===== src/rtl/operand_fwd_stage_pkg.sv =====
`default_nettype none
// +------------------------------------------------------------------+
// | Module : operand_fwd_stage_pkg                                   |
// | Brief  : Shared constants and types for the ID-stage operand     |
// |          forwarding / ID-EX pipeline register slice.             |
// | Rev    : 1.0  initial release                                    |
// +------------------------------------------------------------------+
package operand_fwd_stage_pkg;

  // Datapath and control-bundle widths shared with decode
  localparam int DW_DEF = 32;
  localparam int CW_DEF = 16;

  // Per-operand redirect select encodings; 2'b11 resolves to EX (newer producer)
  localparam logic [1:0] RED_RF  = 2'b00;
  localparam logic [1:0] RED_EX  = 2'b01;
  localparam logic [1:0] RED_MEM = 2'b10;

  // Control bundle carried by a bubble: no side effects downstream
  localparam logic [CW_DEF-1:0] CTRL_BUBBLE = '0;

  // What the ID/EX slot does this cycle, in priority order
  typedef enum logic [1:0] {
    ACT_HOLD  = 2'd0,
    ACT_FLUSH = 2'd1,
    ACT_LOCK  = 2'd2,
    ACT_LOAD  = 2'd3
  } cycle_act_e;

endpackage : operand_fwd_stage_pkg
`default_nettype wire


===== src/rtl/operand_fwd_stage_if.sv =====
`default_nettype none
// +------------------------------------------------------------------+
// | Module : operand_fwd_stage_if                                    |
// | Brief  : ID-side inputs and ID/EX register outputs of the        |
// |          operand forwarding stage, grouped as one bundle.        |
// | Rev    : 1.0  initial release                                    |
// +------------------------------------------------------------------+
interface operand_fwd_stage_if
  import operand_fwd_stage_pkg::*;
#(
  parameter int DW    = DW_DEF,
  parameter int CW    = CW_DEF,
  parameter int CNT_W = 32
) ();

  // Interlock / redirect controls from the forwarding unit
  logic          lock;
  logic [1:0]    Red_R1;
  logic [1:0]    Red_R2;
  logic          flush;
  logic          halt;

  // ID-stage operands and fields
  logic [DW-1:0] rf_R1data;
  logic [DW-1:0] rf_R2data;
  logic [DW-1:0] EX_fwd;
  logic [DW-1:0] MEM_fwd;
  logic [CW-1:0] ID_ctrl;
  logic [DW-1:0] ID_pc;
  logic [DW-1:0] ID_imm;
  logic [4:0]    ID_RW;
  logic          ID_We;

  // Front-end enables and ID/EX register
  logic          pc_en;
  logic          ifid_en;
  logic [DW-1:0] EX_A;
  logic [DW-1:0] EX_B;
  logic [DW-1:0] EX_imm;
  logic [DW-1:0] EX_pc;
  logic [CW-1:0] EX_ctrl;
  logic [4:0]    EX_RW;
  logic          EX_We;
  logic          EX_valid;

  // Performance counters and watchdog
  logic [CNT_W-1:0] stall_cnt;
  logic [CNT_W-1:0] flush_cnt;
  logic             lock_err;

  // Driver of the ID-side signals
  modport master (
    output lock, Red_R1, Red_R2, flush, halt,
    output rf_R1data, rf_R2data, EX_fwd, MEM_fwd,
    output ID_ctrl, ID_pc, ID_imm, ID_RW, ID_We,
    input  pc_en, ifid_en,
    input  EX_A, EX_B, EX_imm, EX_pc, EX_ctrl, EX_RW, EX_We, EX_valid,
    input  stall_cnt, flush_cnt, lock_err
  );

  // The stage itself
  modport slave (
    input  lock, Red_R1, Red_R2, flush, halt,
    input  rf_R1data, rf_R2data, EX_fwd, MEM_fwd,
    input  ID_ctrl, ID_pc, ID_imm, ID_RW, ID_We,
    output pc_en, ifid_en,
    output EX_A, EX_B, EX_imm, EX_pc, EX_ctrl, EX_RW, EX_We, EX_valid,
    output stall_cnt, flush_cnt, lock_err
  );

endinterface : operand_fwd_stage_if
`default_nettype wire


===== src/rtl/operand_fwd_stage_fwd_mux.sv =====
`default_nettype none
// +------------------------------------------------------------------+
// | Module : fwd_mux                                                 |
// | Brief  : Combinational operand source select: register file,     |
// |          EX result or MEM result. EX wins when both are flagged. |
// | Rev    : 1.0  initial release                                    |
// +------------------------------------------------------------------+
module fwd_mux
  import operand_fwd_stage_pkg::*;
#(
  parameter int W = DW_DEF
) (
  input  wire logic [1:0]   i_sel,
  input  wire logic [W-1:0] i_rf,
  input  wire logic [W-1:0] i_ex,
  input  wire logic [W-1:0] i_mem,
  output logic      [W-1:0] o_y
);

  // Pick the operand source; both-bits-set means EX, the youngest producer
  always_comb begin
    o_y = i_rf;
    case (i_sel)
      RED_RF:  o_y = i_rf;
      RED_MEM: o_y = i_mem;
      default: o_y = i_ex;
    endcase
  end

endmodule : fwd_mux
`default_nettype wire


===== src/rtl/operand_fwd_stage.sv =====
`default_nettype none
// +------------------------------------------------------------------+
// | Module : operand_fwd_stage                                       |
// | Brief  : Builds the ID/EX pipeline register from forwarded       |
// |          operands, inserts bubbles on lock/flush, drives the     |
// |          front-end enables, counts stalls/flushes and flags      |
// |          over-long interlocks.                                   |
// | Rev    : 1.0  initial release                                    |
// +------------------------------------------------------------------+
module operand_fwd_stage
  import operand_fwd_stage_pkg::*;
#(
  parameter int DW       = DW_DEF,
  parameter int CW       = CW_DEF,
  parameter int CNT_W    = 32,
  parameter int LOCK_MAX = 2
) (
  input wire logic           clk,
  input wire logic           rst_n,
  operand_fwd_stage_if.slave bus
);

  // Run counter only needs to reach LOCK_MAX+1, where it saturates
  localparam int              RUN_W      = $clog2(LOCK_MAX + 2);
  localparam logic [RUN_W-1:0] C_RUN_SAT  = RUN_W'(LOCK_MAX + 1);
  localparam logic [RUN_W-1:0] C_LOCK_MAX = RUN_W'(LOCK_MAX);

  cycle_act_e       w_act;
  logic             w_front_en;
  logic [DW-1:0]    w_op_a;
  logic [DW-1:0]    w_op_b;
  logic [RUN_W-1:0] w_run_nxt;

  logic [DW-1:0]    r_ex_a;
  logic [DW-1:0]    r_ex_b;
  logic [DW-1:0]    r_ex_imm;
  logic [DW-1:0]    r_ex_pc;
  logic [CW-1:0]    r_ex_ctrl;
  logic [4:0]       r_ex_rw;
  logic             r_ex_we;
  logic             r_ex_valid;
  logic [CNT_W-1:0] r_stall_cnt;
  logic [CNT_W-1:0] r_flush_cnt;
  logic [RUN_W-1:0] r_lock_run;
  logic             r_lock_err;

  fwd_mux #(.W(DW)) u_mux_a (
    .i_sel (bus.Red_R1),
    .i_rf  (bus.rf_R1data),
    .i_ex  (bus.EX_fwd),
    .i_mem (bus.MEM_fwd),
    .o_y   (w_op_a)
  );

  fwd_mux #(.W(DW)) u_mux_b (
    .i_sel (bus.Red_R2),
    .i_rf  (bus.rf_R2data),
    .i_ex  (bus.EX_fwd),
    .i_mem (bus.MEM_fwd),
    .o_y   (w_op_b)
  );

  // Resolve this cycle's action; flush beats lock since a lock on a killed
  // wrong-path instruction is meaningless
  always_comb begin
    w_act = ACT_LOAD;
    if (bus.halt)       w_act = ACT_HOLD;
    else if (bus.flush) w_act = ACT_FLUSH;
    else if (bus.lock)  w_act = ACT_LOCK;
  end

  // Front end advances on a normal load or a flush; held in reset
  assign w_front_en  = rst_n && ((w_act == ACT_LOAD) || (w_act == ACT_FLUSH));
  assign bus.pc_en   = w_front_en;
  assign bus.ifid_en = w_front_en;

  // Consecutive-lock run length; halt freezes it, a lock-free cycle clears it
  always_comb begin
    w_run_nxt = r_lock_run;
    if (!bus.halt) begin
      if (!bus.lock)                   w_run_nxt = '0;
      else if (r_lock_run != C_RUN_SAT) w_run_nxt = r_lock_run + RUN_W'(1);
    end
  end

  // ID/EX pipeline register: load, bubble or hold
  always_ff @(posedge clk) begin
    if (!rst_n) begin
      r_ex_a     <= '0;
      r_ex_b     <= '0;
      r_ex_imm   <= '0;
      r_ex_pc    <= '0;
      r_ex_ctrl  <= '0;
      r_ex_rw    <= '0;
      r_ex_we    <= 1'b0;
      r_ex_valid <= 1'b0;
    end else begin
      case (w_act)
        ACT_FLUSH, ACT_LOCK: begin
          r_ex_a     <= '0;
          r_ex_b     <= '0;
          r_ex_imm   <= '0;
          r_ex_pc    <= '0;
          r_ex_ctrl  <= CW'(CTRL_BUBBLE);
          r_ex_rw    <= '0;
          r_ex_we    <= 1'b0;
          r_ex_valid <= 1'b0;
        end
        ACT_LOAD: begin
          r_ex_a     <= w_op_a;
          r_ex_b     <= w_op_b;
          r_ex_imm   <= bus.ID_imm;
          r_ex_pc    <= bus.ID_pc;
          r_ex_ctrl  <= bus.ID_ctrl;
          r_ex_rw    <= bus.ID_RW;
          r_ex_we    <= bus.ID_We;
          r_ex_valid <= 1'b1;
        end
        default: ;
      endcase
    end
  end

  // Saturating stall/flush counters and the sticky lock watchdog
  always_ff @(posedge clk) begin
    if (!rst_n) begin
      r_stall_cnt <= '0;
      r_flush_cnt <= '0;
      r_lock_run  <= '0;
      r_lock_err  <= 1'b0;
    end else begin
      r_lock_run <= w_run_nxt;
      if (!bus.halt && (w_run_nxt > C_LOCK_MAX)) r_lock_err <= 1'b1;
      if ((w_act == ACT_FLUSH) && (r_flush_cnt != {CNT_W{1'b1}}))
        r_flush_cnt <= r_flush_cnt + CNT_W'(1);
      if ((w_act == ACT_LOCK) && (r_stall_cnt != {CNT_W{1'b1}}))
        r_stall_cnt <= r_stall_cnt + CNT_W'(1);
    end
  end

  assign bus.EX_A      = r_ex_a;
  assign bus.EX_B      = r_ex_b;
  assign bus.EX_imm    = r_ex_imm;
  assign bus.EX_pc     = r_ex_pc;
  assign bus.EX_ctrl   = r_ex_ctrl;
  assign bus.EX_RW     = r_ex_rw;
  assign bus.EX_We     = r_ex_we;
  assign bus.EX_valid  = r_ex_valid;
  assign bus.stall_cnt = r_stall_cnt;
  assign bus.flush_cnt = r_flush_cnt;
  assign bus.lock_err  = r_lock_err;

endmodule : operand_fwd_stage
`default_nettype wire


===== src/flat_wrapper.sv =====
// flat-port wrapper written by rule: the top's interface ports become plain ports
module operand_fwd_stage_flat import operand_fwd_stage_pkg::*;
#(
  parameter int DW       = DW_DEF,
  parameter int CW       = CW_DEF,
  parameter int CNT_W    = 32,
  parameter int LOCK_MAX = 2
)
  (clk, rst_n, bus_lock, bus_Red_R1, bus_Red_R2, bus_flush, bus_halt, bus_rf_R1data, bus_rf_R2data, bus_EX_fwd, bus_MEM_fwd, bus_ID_ctrl, bus_ID_pc, bus_ID_imm, bus_ID_RW, bus_ID_We, bus_pc_en, bus_ifid_en, bus_EX_A, bus_EX_B, bus_EX_imm, bus_EX_pc, bus_EX_ctrl, bus_EX_RW, bus_EX_We, bus_EX_valid, bus_stall_cnt, bus_flush_cnt, bus_lock_err);
  operand_fwd_stage_if #(.DW(DW), .CW(CW), .CNT_W(CNT_W)) bus_i ();
  input wire logic clk;
  input wire logic rst_n;
  input wire logic [$bits(bus_i.lock)-1:0] bus_lock;
  input wire logic [$bits(bus_i.Red_R1)-1:0] bus_Red_R1;
  input wire logic [$bits(bus_i.Red_R2)-1:0] bus_Red_R2;
  input wire logic [$bits(bus_i.flush)-1:0] bus_flush;
  input wire logic [$bits(bus_i.halt)-1:0] bus_halt;
  input wire logic [$bits(bus_i.rf_R1data)-1:0] bus_rf_R1data;
  input wire logic [$bits(bus_i.rf_R2data)-1:0] bus_rf_R2data;
  input wire logic [$bits(bus_i.EX_fwd)-1:0] bus_EX_fwd;
  input wire logic [$bits(bus_i.MEM_fwd)-1:0] bus_MEM_fwd;
  input wire logic [$bits(bus_i.ID_ctrl)-1:0] bus_ID_ctrl;
  input wire logic [$bits(bus_i.ID_pc)-1:0] bus_ID_pc;
  input wire logic [$bits(bus_i.ID_imm)-1:0] bus_ID_imm;
  input wire logic [$bits(bus_i.ID_RW)-1:0] bus_ID_RW;
  input wire logic [$bits(bus_i.ID_We)-1:0] bus_ID_We;
  output wire logic [$bits(bus_i.pc_en)-1:0] bus_pc_en;
  output wire logic [$bits(bus_i.ifid_en)-1:0] bus_ifid_en;
  output wire logic [$bits(bus_i.EX_A)-1:0] bus_EX_A;
  output wire logic [$bits(bus_i.EX_B)-1:0] bus_EX_B;
  output wire logic [$bits(bus_i.EX_imm)-1:0] bus_EX_imm;
  output wire logic [$bits(bus_i.EX_pc)-1:0] bus_EX_pc;
  output wire logic [$bits(bus_i.EX_ctrl)-1:0] bus_EX_ctrl;
  output wire logic [$bits(bus_i.EX_RW)-1:0] bus_EX_RW;
  output wire logic [$bits(bus_i.EX_We)-1:0] bus_EX_We;
  output wire logic [$bits(bus_i.EX_valid)-1:0] bus_EX_valid;
  output wire logic [$bits(bus_i.stall_cnt)-1:0] bus_stall_cnt;
  output wire logic [$bits(bus_i.flush_cnt)-1:0] bus_flush_cnt;
  output wire logic [$bits(bus_i.lock_err)-1:0] bus_lock_err;
  assign bus_i.lock = bus_lock;
  assign bus_i.Red_R1 = bus_Red_R1;
  assign bus_i.Red_R2 = bus_Red_R2;
  assign bus_i.flush = bus_flush;
  assign bus_i.halt = bus_halt;
  assign bus_i.rf_R1data = bus_rf_R1data;
  assign bus_i.rf_R2data = bus_rf_R2data;
  assign bus_i.EX_fwd = bus_EX_fwd;
  assign bus_i.MEM_fwd = bus_MEM_fwd;
  assign bus_i.ID_ctrl = bus_ID_ctrl;
  assign bus_i.ID_pc = bus_ID_pc;
  assign bus_i.ID_imm = bus_ID_imm;
  assign bus_i.ID_RW = bus_ID_RW;
  assign bus_i.ID_We = bus_ID_We;
  assign bus_pc_en = bus_i.pc_en;
  assign bus_ifid_en = bus_i.ifid_en;
  assign bus_EX_A = bus_i.EX_A;
  assign bus_EX_B = bus_i.EX_B;
  assign bus_EX_imm = bus_i.EX_imm;
  assign bus_EX_pc = bus_i.EX_pc;
  assign bus_EX_ctrl = bus_i.EX_ctrl;
  assign bus_EX_RW = bus_i.EX_RW;
  assign bus_EX_We = bus_i.EX_We;
  assign bus_EX_valid = bus_i.EX_valid;
  assign bus_stall_cnt = bus_i.stall_cnt;
  assign bus_flush_cnt = bus_i.flush_cnt;
  assign bus_lock_err = bus_i.lock_err;
  operand_fwd_stage #(.DW(DW), .CW(CW), .CNT_W(CNT_W), .LOCK_MAX(LOCK_MAX)) u_core (.clk(clk), .rst_n(rst_n), .bus(bus_i));
endmodule

===== config.mk =====
export PLATFORM = sky130hd
export DESIGN_NAME = operand_fwd_stage_flat
export DESIGN_NICKNAME = d
export VERILOG_FILES = /design/src/rtl/operand_fwd_stage_pkg.sv /design/src/rtl/operand_fwd_stage_if.sv /design/src/rtl/operand_fwd_stage_fwd_mux.sv /design/src/rtl/operand_fwd_stage.sv /design/src/flat_wrapper.sv
export SDC_FILE = /design/constraint.sdc
export NUM_CORES = 1
export LEC_CHECK = 0
export BUFFER_PORTS_ARGS = -buffer_cell sky130_fd_sc_hd__buf_2
export CORE_AREA = 2 2 173 175
export CTS_CLUSTER_DIAMETER = 40
export CTS_CLUSTER_SIZE = 28
export DETAILED_ROUTE_END_ITERATION = 8
export DIE_AREA = 0 0 175 177
export GPL_TIMING_DRIVEN = 0
export SLEW_MARGIN = 20
export SYNTH_ARGS = -nofsm -noshare
export SYNTH_HDL_FRONTEND = slang
export SYNTH_SLANG_ARGS = --single-unit

===== constraint.sdc =====
create_clock -name clk -period 6.8 [get_ports clk]
set_clock_uncertainty 0.2 [all_clocks]
set_input_delay 0.68 -clock clk [delete_from_list [all_inputs] [get_ports clk]]
set_output_delay 0.68 -clock clk [all_outputs]
set_load 0.02 [all_outputs]

### Word-level counts from Yosys, hierarchy flattened

Cells that the tools add are included.

* flip-flop bits (word level): 218
* output and inout bits: 218

* add/sub/neg operators: 3
* $lt $le $gt $ge: 1
* equal/unequal tests: 8
* multiplexer cells: 16
* reduce and logical (&&, ||, !) cells: 10

Operators with widths (number)
* case mux 32 bit (2 select lines): 6
* adder 32 x 1 -> 32 bit, second input constant: 2
* != test 32 bit, second input constant: 2
* case mux 16 bit (2 select lines): 1
* 2-to-1 mux 2 bit: 5
* case mux 5 bit (2 select lines): 1
* == test 2 bit, second input constant: 4
* logical AND 1 bit: 4
* logical NOT 2 bit: 2
* case mux 1 bit (2 select lines): 2
* adder 2 x 1 -> 2 bit, second input constant: 1
* == test 2 x 1 -> 1 bit, second input constant: 1
* greater-than comparator 2 bit, second input constant: 1
* != test 2 bit, second input constant: 1
* nonzero test 2 bit: 1
* OR reduction 2 bit: 1
* logical NOT 1 bit: 1
* logical OR 1 bit: 1
* 2-to-1 mux 1 bit: 1

### Logic depth before layout (Yosys ltp)

Gate-level depths: netlist of the first run.

* word-level depth: 6
* gate-level depth with buffers: 8

### Cells and area by module

Synthesis of the first run repeated with hierarchy kept, for this count alone.

* cell total of the unflattened synthesis: 1139
* area total of the unflattened synthesis: 9823.2 um^2

By module, submodules not included
* operand_fwd_stage: times used 1, cells each 925, area an instance 8394.3 um^2, seq. area each 4364.2 um^2
* fwd_mux: times used 2, cells each 107, area an instance 714.4 um^2, seq. area each 0.0 um^2

### Least setup slack after synthesis of the first run

OpenSTA, ideal clock, no wires.

* path kind: input to output
* start point: input port bus_halt
* end point: output port bus_pc_en
* arrival time: 2.040 ns
* setup slack: 3.880 ns
* stages: 5
* path buffers: 4
* cell sequence: clkbuf_1 > clkbuf_1 > clkbuf_1 > nor3_1 > buf_4

* longest elaborated chain between the ends: 4
* elaborated cells between the ends (all ways): 5

RTL lines
* start, declared: line flat_wrapper.sv:17 `input wire logic [$bits(bus_i.halt)-1:0] bus_halt;`
* 2-to-1 mux 2 bit (*): line operand_fwd_stage.sv:67 `if (bus.halt) w_act = ACT_HOLD;`
* == test 2 bit / == test 2 x 1 -> 1 bit (equally long branches): line operand_fwd_stage.sv:73 `assign w_front_en = rst_n && ((w_act == ACT_LOAD) || (w_act == ACT_FLUSH));`
* logical OR 1 bit (*): line operand_fwd_stage.sv:73
* logical AND 1 bit (*): line operand_fwd_stage.sv:73
* end, declared: line flat_wrapper.sv:27 `output wire logic [$bits(bus_i.pc_en)-1:0] bus_pc_en;`

Every way passes the cells marked *; elsewhere a longest branch is shown, timed or not.

### Worst setup path after layout of the first run

Same ends and word-level chain as after synthesis.

==> run_results.csv, run 1 <==
group,metric,value,unit
grt,grt_pass1_vias,10100,
sta,drv_slew,0,
sta,tightest_slew,1.08,ns
floorplan,rows,63,
grt,grt_max_degree,12,
critical_path,cp.arrival,2.55,ns
critical_path,startpoint_type,"input pin",
floorplan,dieWidth,175,µm
cts,cts_tree,"done",
placed_design,gp_congestion,0.922,
cts,cts_inserted_buffers,38,
sta,rsz0062_at_grt,"no",
yosys,synth_ff_type,"dfxtp_1",
yosys,async_flop_share,0,%
detailed_routing,drcViolationCount,0,
yosys,syn_nets,1352,
cts,cts_setup_buffers,0,
grt,antenna_found_initial,4,
cells_and_area,drive_above_1_share,31.6,%
placed_design,io_buffers,435,
yosys,yosysSeqAreaShare,45.6,%
grt,grt_usage,23.1,%
yosys,synth-seq-cells,218,
sta,finalCritPeriodShare,50.5,%
sta,hold_ws,0.189,ns
detailed_routing,drt_iter0_markers,624,
run,drv_cap,0,
placed_design,hpwl,28600,µm
floorplan,pin_count,441,
yosys,syn_area,9580,µm²
cts,path_clk_slew,0.05,ns
detailed_routing,via_per_inst,5.23,
detailed_routing,ant_nets,0,
power,peakVddDrop,220,µV
floorplan,dieArea,31000,µm²
grt,grt_pass1_wl,56500,µm
critical_path,worstRegToRegCells,7,
critical_path,cp.required,5.92,ns
floorplan,fp.dieH,177,µm
sta,slew_headroom,27.0,%
cts,cts.htree.levels,2,
critical_path,crit_fanout,10,
yosys,syn_area_per_cell,8.50,µm²
cts,cts_sinks,218,
floorplan,start_util,32.8,%
cells_and_area,final_core_util,46.8,%
cts,clock_latency,0.52,ns
sta,tns,0,ns
detailed_routing,routedWlPerCell,18.5,µm
cts,cts-hold-fix-buffers,0,
outcome,outcome,"completed",
cts,cts_root_buf,"clkbuf_16",
sta,hold_violations,0,
sta,post-route-min-period,3.43,ns
critical_path,rrSetupSlack,3.94,ns
detailed_routing,drt-total-wl,37400,µm
worst_hold_path,hold_depth,3,
power,p_leak,6.11,nW
yosys,synth-edff-count,0,
yosys,ys_warn_count,0,
yosys,netlist_instances,1127,
critical_path,path_class,"input pin to output pin",
floorplan,core,29200,µm²
cts,ctsResizeCount,0,
cells_and_area,stdcell_count,2023,
cts,cts_buffer_depth,3,
yosys,ys_types,46,
detailed_routing,detailedRoute.firstPassIterationCount,5,
critical_path,cp-end-kind,"output pin",
power,p_per_area,276,nW/µm²
cells_and_area,nets,1827,
sta,fmax,291,MHz
grt,grt-ovfl-total,0,
sta,setup_viol,0,
worst_hold_path,hp-class,"input pin to flop",
detailed_routing,dr_total_vias,10600,
cells_and_area,area_growth_syn_to_layout,43.0,%
placed_design,place_inst,1952,
[sequential cells by signal, indices dropped and copies added (netlist names), 2 cells and up]
signal and count:
u_core.bus.EX_RW 5, u_core.r_lock_run 2, u_core.bus.EX_pc 32, u_core.bus.EX_A 32
u_core.bus.stall_cnt 32, u_core.bus.EX_ctrl 16, u_core.bus.flush_cnt 32, u_core.bus.EX_B 32
u_core.bus.EX_imm 32
[layout by cell type (no fill, tap or decap), types with 3 or more instances in the layout]
master | synthesis | layout
o21ai_0 | 87 | 87
nor4_1 | 8 | 8
or3_1 | 21 | 21
clkbuf_16 | 0 | 39
nor3_1 | 5 | 4
nand2_1 | 105 | 105
xnor2_1 | 3 | 3
o21a_1 | 3 | 3
or4_1 | 23 | 23
or2_2 | 3 | 3
inv_1 | 9 | 9
clkinv_2 | 0 | 3
nand2b_1 | 15 | 15
o211ai_1 | 4 | 4
mux2i_1 | 79 | 79
dfxtp_1 | 218 | 218
buf_1 | 9 | 9
clkbuf_8 | 0 | 5
and4_1 | 7 | 7
a22oi_1 | 150 | 150
clkinv_4 | 0 | 6
bufinv_16 | 0 | 9
buf_2 | 3 | 438
o31ai_1 | 19 | 19
a21oi_1 | 41 | 41
nor2_1 | 169 | 169
clkbuf_1 | 79 | 82
nand3_1 | 16 | 16
nand4_1 | 22 | 22
[worst max-delay path, cell delays in order]
cell	delay (ns)
clkbuf_1	0.24
clkbuf_1	0.55
clkbuf_1	0.60
nor3_1	0.16
buf_4	0.17
buf_2	0.15
[power breakdown]
part / switching [mW] / internal, mW
sequential: 0.0133 / 1.30
combinational: 0.199 / 0.121
clock: 0.691 / 1.46
total: 0.903 / 2.88
[final cells by class]
type,instances,area [µm²]
Sequential cell,218,4360
Fill cell,2967,15500
Inverter,10,37.5
Tap cell,390,488
Antenna cell,1,2.50
Multi-Input combinational cell,807,4830
Clock buffer,47,1060
Timing Repair Buffer,435,2180
Clock inverter,23,394
Buffer,92,353
[per-layer routing]
metal	global-route usage [%]	vias to the layer above	part of all wire, %
met3	5.86	68	8.4
met1	28.0	4977	40
met5	0	-	0.035
li1	-	5067	-
met4	8.54	2	3.0
met2	39.7	457	48
[cell usage after synthesis (3+ instances only)]
| library cell | instances | area (µm²) |
|---|---|---|
| o211ai_1 | 4 | 30.0 |
| a21oi_1 | 41 | 205 |
| o21a_1 | 3 | 22.5 |
| buf_1 | 9 | 33.8 |
| nand2_1 | 105 | 394 |
| a22oi_1 | 150 | 1130 |
| or2_2 | 3 | 18.8 |
| xnor2_1 | 3 | 26.3 |
| dfxtp_1 | 218 | 4360 |
| nand3_1 | 16 | 80.1 |
| nor2_1 | 169 | 634 |
| nand2b_1 | 15 | 93.8 |
| o21ai_0 | 87 | 435 |
| nand4_1 | 22 | 138 |
| mux2i_1 | 79 | 791 |
| buf_2 | 3 | 15.0 |
| and4_1 | 7 | 61.3 |
| inv_1 | 9 | 33.8 |
| nor4_1 | 8 | 50.1 |
| clkbuf_1 | 79 | 297 |
| or3_1 | 21 | 131 |
| or4_1 | 23 | 173 |
| o31ai_1 | 19 | 143 |
| nor3_1 | 5 | 25.0 |
[cells by family after synthesis]
logic type	synth area share, %
and+or+nand+nor	20.1
AOI/OAI and AO/OA	21.3
DFF	45.6
buffers and inverters	4.08
muxes	8.26
xor gates and xnor gates	0.457
adders and majority gates	0.261
[metrics by stage]
stage	setup slack (ns)	cell area (µm²)	power, mW
2_1_floorplan	3.88	9580	1.50
3_3_place_gp	3.11	12200	1.66
3_5_place_dp	3.27	12200	1.66
4_1_cts	3.27	13700	3.81
5_1_grt	3.14	13700	3.91
6_report	3.37	13700	3.78
[final timing paths]
path / startpoint / endpoint
max: bus_halt / bus_pc_en
min: bus_ID_RW[3] / u_core.bus.EX_RW[3]
max reg2reg: u_core.bus.stall_cnt[5] / u_core.bus.stall_cnt[3]
min reg2reg: u_core.bus.lock_err / u_core.bus.lock_err
Power figures use the tool's default switching activity.
==> run 2: changes to the inputs <==
==> constraint.sdc (replaced) <==
create_clock -name clk -period 3.3 [get_ports clk]
set_clock_uncertainty 0.2 [all_clocks]
set_input_delay 0.33 -clock clk [delete_from_list [all_inputs] [get_ports clk]]
set_output_delay 0.33 -clock clk [all_outputs]
set_load 0.02 [all_outputs]
==> run 2 against run 1 <==
Die area stayed put. Power is 110% higher. Critical path depth is 1 higher. Combinational power is 140% higher. Final area is 8.3% higher. Largest power group unchanged.
==> run_results.csv, run 2 (synthesized netlist as in run 1, its figures left out) <==
group,metric,value,unit
cells_and_area,final_area,14800,µm²
critical_path,cp-end-kind,"flop",
placed_design,gp_congestion,0.922,
power,peakVddDrop,449,µV
detailed_routing,drt-total-wl,38800,µm
sta,finalCritPeriodShare,88.6,%
critical_path,cpMostUsedCell,"clkbuf_1",
grt,grt-ovfl-total,0,
cts,cts_sinks,218,
detailed_routing,routedWlPerCell,18.2,µm
floorplan,dieArea,31000,µm²
cells_and_area,multi_input_area,4830,µm²
cells_and_area,mostFrequentLayoutCell,"buf_2",
grt,grt_pass1_vias,10600,
cells_and_area,seqCellArea,4360,µm²
critical_path,cp.required,3.54,ns
detailed_routing,dr_total_vias,11100,
cts,cts_inserted_buffers,38,
detailed_routing,via_per_inst,5.19,
detailed_routing,drt_iter0_markers,631,
sta,rsz0062_at_grt,"no",
cells_and_area,nets,1940,
power,power,7.91,mW
cts,path_clk_slew,0.06,ns
critical_path,crit_fanout,10,
floorplan,core,29200,µm²
sta,slew_headroom,28.3,%
critical_path,crit_family,"buffers and inverters",
power,p_per_area,533,nW/µm²
critical_path,path_class,"input pin to flop",
cts,cts_tree,"done",
outcome,outcome,"completed",
sta,drv_slew,0,
cts,cts_buffer_depth,3,
cts,clock_latency,0.52,ns
critical_path,cpPeakStageDelay,0.77,ns
critical_path,startpoint_type,"input pin",
grt,antenna_found_initial,4,
run,drv_cap,0,
grt,grt_max_degree,12,
cts,cts_setup_buffers,0,
floorplan,fp.dieH,177,µm
detailed_routing,ant_nets,0,
worst_hold_path,hp-class,"input pin to flop",
critical_path,cp.arrival,3.17,ns
floorplan,start_util,32.8,%
critical_path,cp_slowest_cell,"clkbuf_1",
critical_path,crit_buf_inv,4,
detailed_routing,detailedRoute.firstPassIterationCount,5,
grt,grt_pass1_wl,58600,µm
cells_and_area,mostFrequentLayoutCells,"buf_2, dfxtp_1, nor2_1",
cts,cts_root_buf,"clkbuf_16",
cts,ctsResizeCount,0,
sta,post-route-min-period,2.93,ns
floorplan,pin_count,441,
placed_design,io_buffers,435,
sta,tightest_slew,1.06,ns
floorplan,rows,63,
sta,hold_ws,0.00762,ns
floorplan,dieWidth,175,µm
cells_and_area,area_growth_syn_to_layout,54.9,%
detailed_routing,drcViolationCount,0,
power,p_leak,6.58,nW
grt,grt_usage,23.9,%
sta,setup_viol,0,
cells_and_area,n_fill_cell,2827,
placed_design,dpl_cell_area,12200,µm²
sta,fmax,342,MHz
placed_design,hpwl,28600,µm
critical_path,critical_path.cell_chain,"dlygate4sd3_1 -> buf_2 -> nor3_2 -> clkbuf_1 -> clkbuf_1 -> a22oi_1 -> nor2_1",
cts,cts.htree.levels,2,
cells_and_area,final_core_util,50.7,%
cells_and_area,drive_above_1_share,29.6,%
cts,cts-hold-fix-buffers,113,
sta,hold_violations,0,
run 2: layout make-up:
class	count	share of cell area (%)
Antenna cell	2	0.0337
Buffer	92	2.38
Clock buffer	47	7.12
Clock inverter	23	2.66
Inverter	10	0.253
Multi-Input combinational cell	807	32.5
Sequential cell	218	29.4
Tap cell	390	3.29
Timing Repair Buffer	548	22.3
run 2: per-stage QoR:
step / TNS [ns] / cells / setup WS (ns)
2_1_floorplan: 0 / 1127 / 0.745
3_3_place_gp: -0.613 / 1952 / -0.0447
3_5_place_dp: 0 / 1952 / 0.315
4_1_cts: 0 / 2135 / 0.303
5_1_grt: 0 / 2137 / 0.180
6_report: 0 / 2137 / 0.375
run 2: power by group:
part	switching, mW	internal [mW]	total [mW]
Sequential	0.0281	2.68	2.71
Clock	1.43	3.00	4.42
Combinational	0.435	0.336	0.771
Total	1.89	6.02	7.91
run 2: per-layer routing:
metal  GRT usage (%)  part of all wire [%]  routed length (µm)  vias to the layer above
met5               0                 0.034                  13                        -
met3            5.80                   8.3                3230                      102
li1                -                     -                   -                     5305
met4            9.97                   3.7                1450                        2
met2            41.3                    48               18600                      507
met1            28.4                    40               15500                     5171
run 2: worst paths after layout:
kind,startpoint,end,slack (ns),cells past startpoint
worst max register to register,u_core.bus.stall_cnt[5],u_core.bus.stall_cnt[3],0.44,7
worst min-delay path,bus_EX_fwd[23],u_core.bus.EX_B[23],0.008,5
worst min register to register,u_core.bus.lock_err,u_core.bus.lock_err,0.27,2
worst max-delay path,bus_lock,u_core.bus.EX_B[0],0.37,7
run 2: tightest hold or removal path, cell delays in order:
cell and delay (ns):
buf_2 0.09, nand2_1 0.06, o21ai_0 0.06, a22oi_1 0.06
nor2_1 0.08
==> run 3: changes to the inputs <==
--- a/config.mk
+++ b/config.mk
@@ -8,7 +8,6 @@
 export BUFFER_PORTS_ARGS = -buffer_cell sky130_fd_sc_hd__buf_2
 export CORE_AREA = 2 2 173 175
 export CTS_CLUSTER_DIAMETER = 40
-export CTS_CLUSTER_SIZE = 28
 export DETAILED_ROUTE_END_ITERATION = 8
 export DIE_AREA = 0 0 175 177
 export GPL_TIMING_DRIVEN = 0
==> constraint.sdc (replaced) <==
create_clock -name clk -period 3.5 [get_ports clk]
set_clock_uncertainty 0.2 [all_clocks]
set_input_delay 0.7 -clock clk [delete_from_list [all_inputs] [get_ports clk]]
set_output_delay 0.7 -clock clk [all_outputs]
set_load 0.02 [all_outputs]
==> run 3 against run 2 <==
Global-route usage shrank 0.76 points. Setup slack got worse by 0.14 ns. Clock-buffer cell count did not move. Via count shrank 4.6%. Flip-flop and latch count unchanged. Sequential power decreased by 6%. Core utilization down 3.9 points. Register-to-register slack better by 0.20 ns. Clock power shrank 5.7%. Sequential share of layout area up 2.4 points. Final cell count shrank 5.3%.
==> run_results.csv, run 3 (synthesized netlist as in run 1, its figures left out) <==
group,metric,value,unit
floorplan,start_util,32.8,%
floorplan,core,29200,µm²
grt,use_met3,5.86,%
critical_path,path_class,"input pin to output pin",
run,drv_cap,0,
sta,drv_slew,0,
cells_and_area,mostFrequentLayoutCells,"buf_2, dfxtp_1, nor2_1",
worst_hold_path,hold_depth,3,
grt,grt_pass1_vias,10100,
floorplan,dieWidth,175,µm
sta,hold_violations,0,
cts,cts_tree,"done",
floorplan,dieArea,31000,µm²
cells_and_area,nets,1827,
critical_path,worstRegToRegCells,7,
grt,antenna_found_initial,4,
grt,grt-ovfl-total,0,
grt,grt_usage,23.1,%
placed_design,gp_congestion,0.922,
grt,use_met2,39.7,%
cts,cts_buffer_depth,3,
placed_design,dpl_cell_area,12200,µm²
placed_design,hpwl,28600,µm
critical_path,cp.required,2.60,ns
worst_hold_path,holdPathEnd,"u_core.bus.EX_RW[3]",
detailed_routing,routedWlPerCell,18.5,µm
critical_path,r2r-start,"u_core.bus.stall_cnt[5]",
placed_design,dp_slack,-0.0716,ns
floorplan,fp.dieH,177,µm
power,p_per_area,536,nW/µm²
cts,cts_inserted_buffers,38,
floorplan,rows,63,
detailed_routing,detailedRoute.firstPassIterationCount,5,
detailed_routing,drcViolationCount,0,
critical_path,cp.arrival,2.36,ns
sta,post-route-min-period,3.26,ns
detailed_routing,ant_nets,0,
cts,cts-hold-fix-buffers,0,
worst_hold_path,hp-class,"input pin to flop",
power,p_leak,6.11,nW
critical_path,crit_fanout,10,
detailed_routing,drt_iter0_markers,617,
cts,cts_sinks,218,
sta,finalCritPeriodShare,93.2,%
critical_path,startpoint_type,"input pin",
sta,fmax,306,MHz
placed_design,io_buffers,435,
sta,tightest_slew,1.08,ns
cts,cts.htree.levels,2,
grt,grt_util_met1,28.0,%
cts,path_clk_slew,0.05,ns
cells_and_area,mostFrequentLayoutCell,"buf_2",
sta,rsz0062_at_grt,"no",
grt,grt_busiest_layer,"met2",
cells_and_area,n_fill_cell,2966,
detailed_routing,dr_total_vias,10600,
detailed_routing,via_per_inst,5.23,
cells_and_area,multi_input_area,4830,µm²
floorplan,pin_count,441,
critical_path,cp-end-kind,"output pin",
sta,worst_slack,0.237,ns
critical_path,rrSetupSlack,0.64,ns
cells_and_area,final_area,13700,µm²
grt,grt_max_degree,12,
cts,cts_setup_buffers,0,
cts,cts_root_buf,"clkbuf_16",
critical_path,reg2reg_to,"u_core.bus.stall_cnt[3]",
grt,grt_pass1_wl,56500,µm
cells_and_area,drive_above_1_share,31.7,%
cells_and_area,seqCellArea,4360,µm²
outcome,outcome,"completed",
cts,clock_latency,0.52,ns
sta,slew_headroom,27.0,%
power,peakVddDrop,427,µV
sta,setup_viol,0,
cells_and_area,area_growth_syn_to_layout,43.1,%
worst_hold_path,min-delay-start,"bus_ID_RW[3]",
detailed_routing,drt-total-wl,37400,µm
==> run 3: cell types whose count changed in the layout (fill, tap and decap cells not counted), sizes merged <==
| cell | delta |
|---|---|
| dlygate4sd3 | -113 |
| diode | -1 |
==> run 3: routing by layer <==
layer | vias to the layer above | routed length, µm
li1 | 5068 | -
met1 | 4975 | 15100
met2 | 461 | 18000
met3 | 68 | 3180
met4 | 2 | 1130
met5 | - | 13
==> run 3: worst max-delay path, cell delays in order <==
cell and delay [ns]:
clkbuf_1 0.24, clkbuf_1 0.55, clkbuf_2 0.43, nor3_1 0.12, buf_4 0.17, buf_2 0.15
==> run 3: cell type report <==
| type | count | area share [%] |
|---|---|---|
| Clock inverter | 23 | 2.88 |
| Sequential cell | 218 | 31.9 |
| Timing Repair Buffer | 435 | 15.9 |
| Buffer | 92 | 2.58 |
| Multi-Input combinational cell | 807 | 35.2 |
| Antenna cell | 1 | 0.0183 |
| Tap cell | 390 | 3.56 |
| Clock buffer | 47 | 7.71 |
| Inverter | 10 | 0.274 |
==> run 3: what timing repair did <==
action | CTS | global route
hold endpoints to repair | 0 | 0
setup endpoints to repair | 1 | 0
gates resized for setup | 1 | 0
==> run 3: stage by stage <==
| stage | hold slack, ns | setup TNS, ns | cells | util, % | power [mW] |
|---|---|---|---|---|---|
| floorplan | 0.245 | 0 | 1127 | - | 2.92 |
| global placement | 0.245 | -12.79 | 1952 | 41.9 | 3.22 |
| detailed placement | 0.263 | -0.0716 | 1952 | 41.9 | 3.23 |
| CTS | 0.192 | 0 | 2022 | 46.8 | 7.41 |
| global route | 0.196 | 0 | 2023 | 46.9 | 7.59 |
| finish | 0.209 | 0 | 2023 | 46.9 | 7.35 |
==> run 3: worst max path at each step <==
stage              from                  end  slack, ns  depth (start not counted)
3_3_place_gp   bus_halt  u_core.bus.EX_A[23]      -0.21                          6
6_report       bus_halt            bus_pc_en       0.24                          6
3_5_place_dp   bus_halt            bus_pc_en      -0.07                          6
5_1_grt        bus_halt            bus_pc_en       0.07                          6
2_1_floorplan  bus_halt            bus_pc_en       0.54                          5
4_1_cts        bus_halt            bus_pc_en       0.17                          6
==> run 3: where the power goes <==
group          total, mW  internal [mW]  switching [mW]
logic              0.620          0.235           0.386
registers           2.56           2.53          0.0259
clock network       4.17           2.83            1.34
total               7.35           5.59            1.75
